## src/rtl/esc_frame_scheduler_if.sv

```systemverilog
// Bundle between the flight controller and the ESC frame scheduler: arm/speed
// requests in, staggered PWM write strobes and speed words out.
interface esc_frame_scheduler_if;
  logic        arm;
  logic        spd_vld;
  logic [10:0] frnt_spd;
  logic [10:0] bck_spd;
  logic [10:0] lft_spd;
  logic [10:0] rght_spd;
  logic [3:0]  wrt;
  logic [10:0] frnt_out;
  logic [10:0] bck_out;
  logic [10:0] lft_out;
  logic [10:0] rght_out;
  logic        armed;
  logic        frame_start;

  // Flight-controller side
  modport master (
    output arm, spd_vld, frnt_spd, bck_spd, lft_spd, rght_spd,
    input  wrt, frnt_out, bck_out, lft_out, rght_out, armed, frame_start
  );

  // Scheduler side
  modport slave (
    input  arm, spd_vld, frnt_spd, bck_spd, lft_spd, rght_spd,
    output wrt, frnt_out, bck_out, lft_out, rght_out, armed, frame_start
  );
endinterface

```

## src/rtl/esc_frame_scheduler.sv

```systemverilog
// Frame timer, staggered ESC write strobes, arm/disarm sequencing and a
// double-buffered speed set. Define ESC_SLEW_EN to enable per-frame slew limiting.
module esc_frame_scheduler #(
  parameter int FRAME_CYC  = 50000,
  parameter int STAGGER    = 3125,
  parameter int ARM_FRAMES = 8,
  parameter int SLEW_STEP  = 64
) (
  input logic                  clk,
  input logic                  rst_n,
  esc_frame_scheduler_if.slave bus
);

  localparam int CNT_W  = $clog2(FRAME_CYC);
  localparam int ACNT_W = $clog2(ARM_FRAMES + 1);
  localparam logic [CNT_W-1:0]  CNT_LAST = CNT_W'(FRAME_CYC - 1);
  localparam logic [ACNT_W-1:0] ARM_LAST = ACNT_W'(ARM_FRAMES - 1);
  localparam logic signed [11:0] STEP    = 12'(SLEW_STEP);
`ifdef ESC_SLEW_EN
  localparam bit SLEW_EN = 1'b1;
`else
  localparam bit SLEW_EN = 1'b0;
`endif

  typedef enum logic [1:0] {DISARMED, ARMING, RUN} state_t;

  state_t              state, state_next;
  logic [CNT_W-1:0]    cnt;
  logic [ACNT_W-1:0]   arm_cnt, arm_cnt_next;
  logic                boundary;
  logic [3:0]          wrt_q;
  logic                frame_start_q;
  logic                armed_q;
  logic [10:0]         spd_in   [4];
  logic [10:0]         shadow   [4];
  logic [10:0]         spd_out  [4];
  logic [10:0]         spd_next [4];

  // One step toward tgt, never overshooting and never leaving 0..2047
  function automatic logic [10:0] slew_toward(input logic [10:0] cur,
                                              input logic [10:0] tgt);
    logic signed [11:0] diff;
    logic signed [11:0] delta;
    logic signed [12:0] sum;
    diff = $signed({1'b0, tgt}) - $signed({1'b0, cur});
    if (diff > STEP)       delta = STEP;
    else if (diff < -STEP) delta = -STEP;
    else                   delta = diff;
    sum = $signed({2'b00, cur}) + $signed({delta[11], delta});
    if (sum < 0)                 return 11'd0;
    else if (sum > 13'sd2047)    return 11'h7FF;
    else                         return sum[10:0];
  endfunction

  assign boundary  = (cnt == CNT_LAST);
  assign spd_in[0] = bus.frnt_spd;
  assign spd_in[1] = bus.bck_spd;
  assign spd_in[2] = bus.lft_spd;
  assign spd_in[3] = bus.rght_spd;

  assign bus.frnt_out    = spd_out[0];
  assign bus.bck_out     = spd_out[1];
  assign bus.lft_out     = spd_out[2];
  assign bus.rght_out    = spd_out[3];
  assign bus.wrt         = wrt_q;
  assign bus.frame_start = frame_start_q;
  assign bus.armed       = armed_q;

  // Free-running frame timer; strobes are registered off the count so they
  // land one cycle after the matching count value
  always_ff @(posedge clk or negedge rst_n) begin
    if (!rst_n) begin
      cnt           <= '0;
      frame_start_q <= 1'b0;
      wrt_q         <= '0;
    end else begin
      cnt           <= boundary ? '0 : cnt + CNT_W'(1);
      frame_start_q <= boundary;
      for (int i = 0; i < 4; i++) begin
        wrt_q[i] <= (cnt == CNT_W'(i * STAGGER));
      end
    end
  end

  always_ff @(posedge clk or negedge rst_n) begin
    if (!rst_n) begin
      state   <= DISARMED;
      arm_cnt <= '0;
      armed_q <= 1'b0;
    end else begin
      state   <= state_next;
      arm_cnt <= arm_cnt_next;
      armed_q <= (state_next == RUN);
    end
  end

  // Dropping arm acts on the next edge; every other move waits for a boundary
  always_comb begin
    state_next   = state;
    arm_cnt_next = arm_cnt;
    case (state)
      DISARMED: begin
        arm_cnt_next = '0;
        if (boundary && bus.arm) state_next = ARMING;
      end
      ARMING: begin
        if (!bus.arm) begin
          state_next   = DISARMED;
          arm_cnt_next = '0;
        end else if (boundary) begin
          if (arm_cnt == ARM_LAST) begin
            state_next   = RUN;
            arm_cnt_next = '0;
          end else begin
            arm_cnt_next = arm_cnt + ACNT_W'(1);
          end
        end
      end
      RUN: begin
        if (!bus.arm) state_next = DISARMED;
      end
      default: begin
        state_next   = DISARMED;
        arm_cnt_next = '0;
      end
    endcase
  end

  // A capture on the boundary edge itself is forwarded into the new frame
  always_comb begin
    for (int i = 0; i < 4; i++) begin
      spd_next[i] = 11'd0;
      if (state_next == RUN) begin
        spd_next[i] = bus.spd_vld ? spd_in[i] : shadow[i];
        if (SLEW_EN) spd_next[i] = slew_toward(spd_out[i], spd_next[i]);
      end
    end
  end

  always_ff @(posedge clk or negedge rst_n) begin
    if (!rst_n) begin
      for (int i = 0; i < 4; i++) begin
        shadow[i]  <= '0;
        spd_out[i] <= '0;
      end
    end else begin
      for (int i = 0; i < 4; i++) begin
        if (bus.spd_vld) shadow[i]  <= spd_in[i];
        if (boundary)    spd_out[i] <= spd_next[i];
      end
    end
  end

endmodule

```

## src/flat_wrapper.sv

```systemverilog
// flat-port wrapper written by rule: the top's interface ports become plain ports
module esc_frame_scheduler_flat 
#(
  parameter int FRAME_CYC  = 50000,
  parameter int STAGGER    = 3125,
  parameter int ARM_FRAMES = 8,
  parameter int SLEW_STEP  = 64
)
  (clk, rst_n, bus_arm, bus_spd_vld, bus_frnt_spd, bus_bck_spd, bus_lft_spd, bus_rght_spd, bus_wrt, bus_frnt_out, bus_bck_out, bus_lft_out, bus_rght_out, bus_armed, bus_frame_start);
  esc_frame_scheduler_if bus_i ();
  input logic clk;
  input logic rst_n;
  input wire logic [$bits(bus_i.arm)-1:0] bus_arm;
  input wire logic [$bits(bus_i.spd_vld)-1:0] bus_spd_vld;
  input wire logic [$bits(bus_i.frnt_spd)-1:0] bus_frnt_spd;
  input wire logic [$bits(bus_i.bck_spd)-1:0] bus_bck_spd;
  input wire logic [$bits(bus_i.lft_spd)-1:0] bus_lft_spd;
  input wire logic [$bits(bus_i.rght_spd)-1:0] bus_rght_spd;
  output wire logic [$bits(bus_i.wrt)-1:0] bus_wrt;
  output wire logic [$bits(bus_i.frnt_out)-1:0] bus_frnt_out;
  output wire logic [$bits(bus_i.bck_out)-1:0] bus_bck_out;
  output wire logic [$bits(bus_i.lft_out)-1:0] bus_lft_out;
  output wire logic [$bits(bus_i.rght_out)-1:0] bus_rght_out;
  output wire logic [$bits(bus_i.armed)-1:0] bus_armed;
  output wire logic [$bits(bus_i.frame_start)-1:0] bus_frame_start;
  assign bus_i.arm = bus_arm;
  assign bus_i.spd_vld = bus_spd_vld;
  assign bus_i.frnt_spd = bus_frnt_spd;
  assign bus_i.bck_spd = bus_bck_spd;
  assign bus_i.lft_spd = bus_lft_spd;
  assign bus_i.rght_spd = bus_rght_spd;
  assign bus_wrt = bus_i.wrt;
  assign bus_frnt_out = bus_i.frnt_out;
  assign bus_bck_out = bus_i.bck_out;
  assign bus_lft_out = bus_i.lft_out;
  assign bus_rght_out = bus_i.rght_out;
  assign bus_armed = bus_i.armed;
  assign bus_frame_start = bus_i.frame_start;
  esc_frame_scheduler #(.FRAME_CYC(FRAME_CYC), .STAGGER(STAGGER), .ARM_FRAMES(ARM_FRAMES), .SLEW_STEP(SLEW_STEP)) u_core (.clk(clk), .rst_n(rst_n), .bus(bus_i));
endmodule
```

## config.mk

```make
export PLATFORM = sky130hd
export DESIGN_NAME = esc_frame_scheduler_flat
export DESIGN_NICKNAME = d
export VERILOG_FILES = /design/src/rtl/esc_frame_scheduler_if.sv /design/src/rtl/esc_frame_scheduler.sv /design/src/flat_wrapper.sv
export SDC_FILE = /design/constraint.sdc
export NUM_CORES = 1
export LEC_CHECK = 0
export ABC_CLOCK_PERIOD_IN_PS = 2200
export BUFFER_PORTS_ARGS = -buffer_cell sky130_fd_sc_hd__buf_4
export CAP_MARGIN = 20
export CELL_PAD_IN_SITES_DETAIL_PLACEMENT = 0
export CELL_PAD_IN_SITES_GLOBAL_PLACEMENT = 1
export CORE_ASPECT_RATIO = 1.5
export CORE_MARGIN = 2
export CORE_UTILIZATION = 29
export CTS_CLUSTER_DIAMETER = 40
export DETAILED_ROUTE_END_ITERATION = 8
export PLACE_DENSITY = 0.59
export SYNTH_ARGS = -nofsm -noshare
export SYNTH_HDL_FRONTEND = slang
export SYNTH_SLANG_ARGS = --single-unit
```

## constraint.sdc

```tcl
create_clock -name clk -period 2.2 [get_ports clk]
set_input_delay 0.22 -clock clk [delete_from_list [all_inputs] [get_ports clk]]
set_output_delay 0.22 -clock clk [all_outputs]
set_load 0.03 [all_outputs]
```

==> impl_metrics.json <==
{
  "status": "finished clean",
  "p_switching_mw": 1.160,
  "power.total_mw": 5.294,
  "fmaxAchievable_ghz": 0.5349,
  "first_iter_violations": 162,
  "syn_avg_cell_area_um2": 11.10,
  "num_rows": 58,
  "clkPwrFrac_pct": 53.3,
  "slew_violations": 0,
  "grt_max_degree": 117,
  "clk_pin_slew_ns": 0.06,
  "swShare_pct": 21.91,
  "cap_violations": 0,
  "io_buffers": 97,
  "regArea_mm2": 0.002903,
  "slew_headroom_pct": 56.63,
  "nNetsFinal": 596,
  "fin_tns_setup_ns": 0,
  "grt_use_total_pct": 14.34,
  "synth.ff_latch_count": 116,
  "reg2reg_slack_ns": 0.33,
  "worst_pin_slew_ns": 0.6505,
  "core-area_mm2": 0.01662,
  "fin_crit_ns": 1.870,
  "first_pass_iters": 4,
  "wl_per_cell_um": 15.82,
  "syn_inst": 438,
  "diodes": 0,
  "cp_max_fo": 8,
  "cts_buffer_depth": 2,
  "fin_crit_sh_pct": 84.98,
  "layout-drive-gt1-share_pct": 35.43,
  "grt_setup_unrepaired": "false",
  "final_common_cell": "dfrtp_1",
  "p_comb_share_pct": 4.6,
  "cts_max_level": 4,
  "final_cell_mix": "116 x dfrtp_1, 112 x buf_4, 83 x o21ai_0",
  "yosys_warnings": 0,
  "hp-class": "in2reg",
  "drtAntennaViolNets": 0,
  "cts_tree": "done",
  "cp.arrival_ns": 2.16,
  "drc": 0,
  "vdd_drop_max_mv": 0.4517,
  "multiInputGateArea_mm2": 0.001833,
  "dpl.hpwl_mm": 7.985,
  "startpoint": "u_core.cnt[1]",
  "dieArea_mm2": 0.01784,
  "p_int_mw": 4.134,
  "synth_fp_nets": 491,
  "routed_wirelength_mm": 12.12,
  "cts-root-buf": "clkbuf_16",
  "vias_per_cell": 4.789,
  "grt_pass1_wl_mm": 19.68,
  "fin_worst_skew_ns": 0.01392,
  "hold_viol": 0,
  "critPathKind": "reg2reg",
  "cts_num_sinks": 116,
  "die_w_um": 109.7,
  "syn_to_final_growth_pct": 34.04,
  "synth_area_mm2": 0.004863,
  "use_met1_pct": 17.38,
  "crit_required_ns": 2.49,
  "yosysUniqueCellTypes": 39,
  "cp-endpoint": "u_core.cnt[6]",
  "regToRegStartpoint": "u_core.cnt[1]",
  "seqPwrFrac_pct": 42.2,
  "setup_viol": 0,
  "antenna_found_initial": 0,
  "clk_latency_ns": 0.41,
  "grt.met2_usage_pct": 24.61,
  "grt-busiest-layer": "met2",
  "critPathLaunchType": "register",
  "cts_buffers": 17,
  "initial_core_util_pct": 29.27,
  "leakage_nw": 2.638,
  "ios": 98,
  "grtUsageMet3_pct": 3.321,
  "rr_worst_depth": 7,
  "cp-end-kind": "register",
  "r2r_end": "u_core.cnt[6]",
  "hold_slack_ns": 0.05997,
  "die_h_um": 162.6,
  "vias": 3668,
  "gp_congestion": 0.8453,
  "fillCellCount": 1645,
  "synth_seq_area_share_pct": 59.69,
  "grt_pass1_vias": 3868,
  "overflow": 0,
  "p_per_area_mw_per_mm2": 812.1
}
logic make-up (layout without fill, tap and decap cells):
logic type	Yosys count	after routing	share of synthesized area [%]
multiplexers	44	44	10.19
buffers and inverters	35	153	2.984
XOR/XNOR	13	13	2.341
flip-flops	116	116	59.69
adder cells (fa/ha/maj)	5	5	1.286
AO/OA/AOI/OAI	103	103	11.27
AND/OR/NAND/NOR	122	122	12.25
per-layer routing:
layer / vias up / share of wire (%)
met5: - / 0
met1: 1808 / 41
met3: 13 / 5.4
met4: 0 / 1.1
li1: 1741 / -
met2: 106 / 52
power groups by stage:
stage / Sequential (mW) / Combinational [mW] / Clock, mW
6_report: 2.23 / 0.242 / 2.82
4_1_cts: 2.23 / 0.250 / 2.88
2_1_floorplan: 2.26 / 0.116 / 0
3_3_place_gp: 2.27 / 0.242 / 0
5_1_grt: 2.24 / 0.272 / 2.98
3_5_place_dp: 2.27 / 0.248 / 0
worst max-delay path: stages, from the launching register on:
cell	delay (ns)
dfrtp_1	0.40
ha_1	0.25
nand3_4	0.08
or4_4	0.48
buf_4	0.20
nor2_2	0.12
buf_4	0.17
nor2_1	0.05
cell usage after synthesis, drive strengths merged:
library cell / number / area share [%]
nand4b: 1 / 0.18
o31ai: 2 / 0.31
o211ai: 1 / 0.15
xnor2: 8 / 1.4
nor3: 3 / 0.31
clkbuf: 21 / 1.6
nand3b: 3 / 0.46
o311ai: 3 / 0.54
o41a: 1 / 0.23
buf: 8 / 0.90
nand4bb: 1 / 0.23
nor4: 6 / 0.90
nand2: 59 / 4.6
nand2b: 2 / 0.26
a32oi: 1 / 0.18
xor2: 5 / 0.90
a21oi: 2 / 0.21
and3: 1 / 0.13
nor2b: 1 / 0.13
nand3: 8 / 1.1
or4: 3 / 0.46
ha: 5 / 1.3
dfrtp: 116 / 60
a31o: 1 / 0.18
nor2: 21 / 1.7
and4: 2 / 0.36
and3b: 1 / 0.18
o21ai: 92 / 9.5
mux2: 44 / 10
nor4b: 1 / 0.18
nand4: 7 / 0.90
inv: 6 / 0.46
and2: 2 / 0.26
state kept, by name, indices dropped and copies added, names as in the netlist, 2 cells and up:
| signal | count |
|---|---|
| u_core.arm_cnt | 4 |
| u_core.cnt | 16 |
| u_core.state | 2 |
| u_core.bus.bck_out | 11 |
| u_core.bus.frnt_out | 11 |
| u_core.shadow | 44 |
| u_core.bus.rght_out | 11 |
| u_core.bus.wrt | 4 |
| u_core.bus.lft_out | 11 |
area by class of cell:
class | count | share of cell area [%]
inverters | 6 | 0.3455
repair buffers | 115 | 13.67
flip-flops and latches | 116 | 44.53
clock buffers | 17 | 6.526
multi-input cells | 287 | 28.12
well taps | 210 | 4.031
clock inverters | 15 | 2.783
how the worst min path moves through the flow:
stage	from	to	slack (ns)	cells after the start
6_report	bus_rght_spd[1]	u_core.shadow[1]	0.06	2
5_1_grt	bus_rght_spd[1]	u_core.shadow[1]	0.05	2
4_1_cts	bus_rght_spd[1]	u_core.shadow[1]	0.05	2
3_5_place_dp	rst_n	u_core.shadow[9]	0.37	2
3_3_place_gp	rst_n	u_core.shadow[9]	0.36	2
2_1_floorplan	rst_n	u_core.arm_cnt[0]	-0.08	0
repair_timing:
item,in CTS,in global routing
gates resized for setup,0,1
endpoints found under the setup margin,0,7
setup buffers,0,0
endpoints found under the hold margin,116,0
hold buffers,1,0
per-stage QoR:
step / cells / cell area, um2 / setup WS [ns] / utilization [%]
detailed placement: 733 / 5899 / 0.1185 / 35.50
floorplan: 438 / 4863 / 0.3082 / -
CTS: 766 / 6516 / 0.1122 / 39.21
global placement: 733 / 5899 / 0.1729 / 35.50
global route: 766 / 6519 / 0.1804 / 39.23
finish: 766 / 6519 / 0.3304 / 39.23
Note: power is estimated with default switching activity, not from simulation.
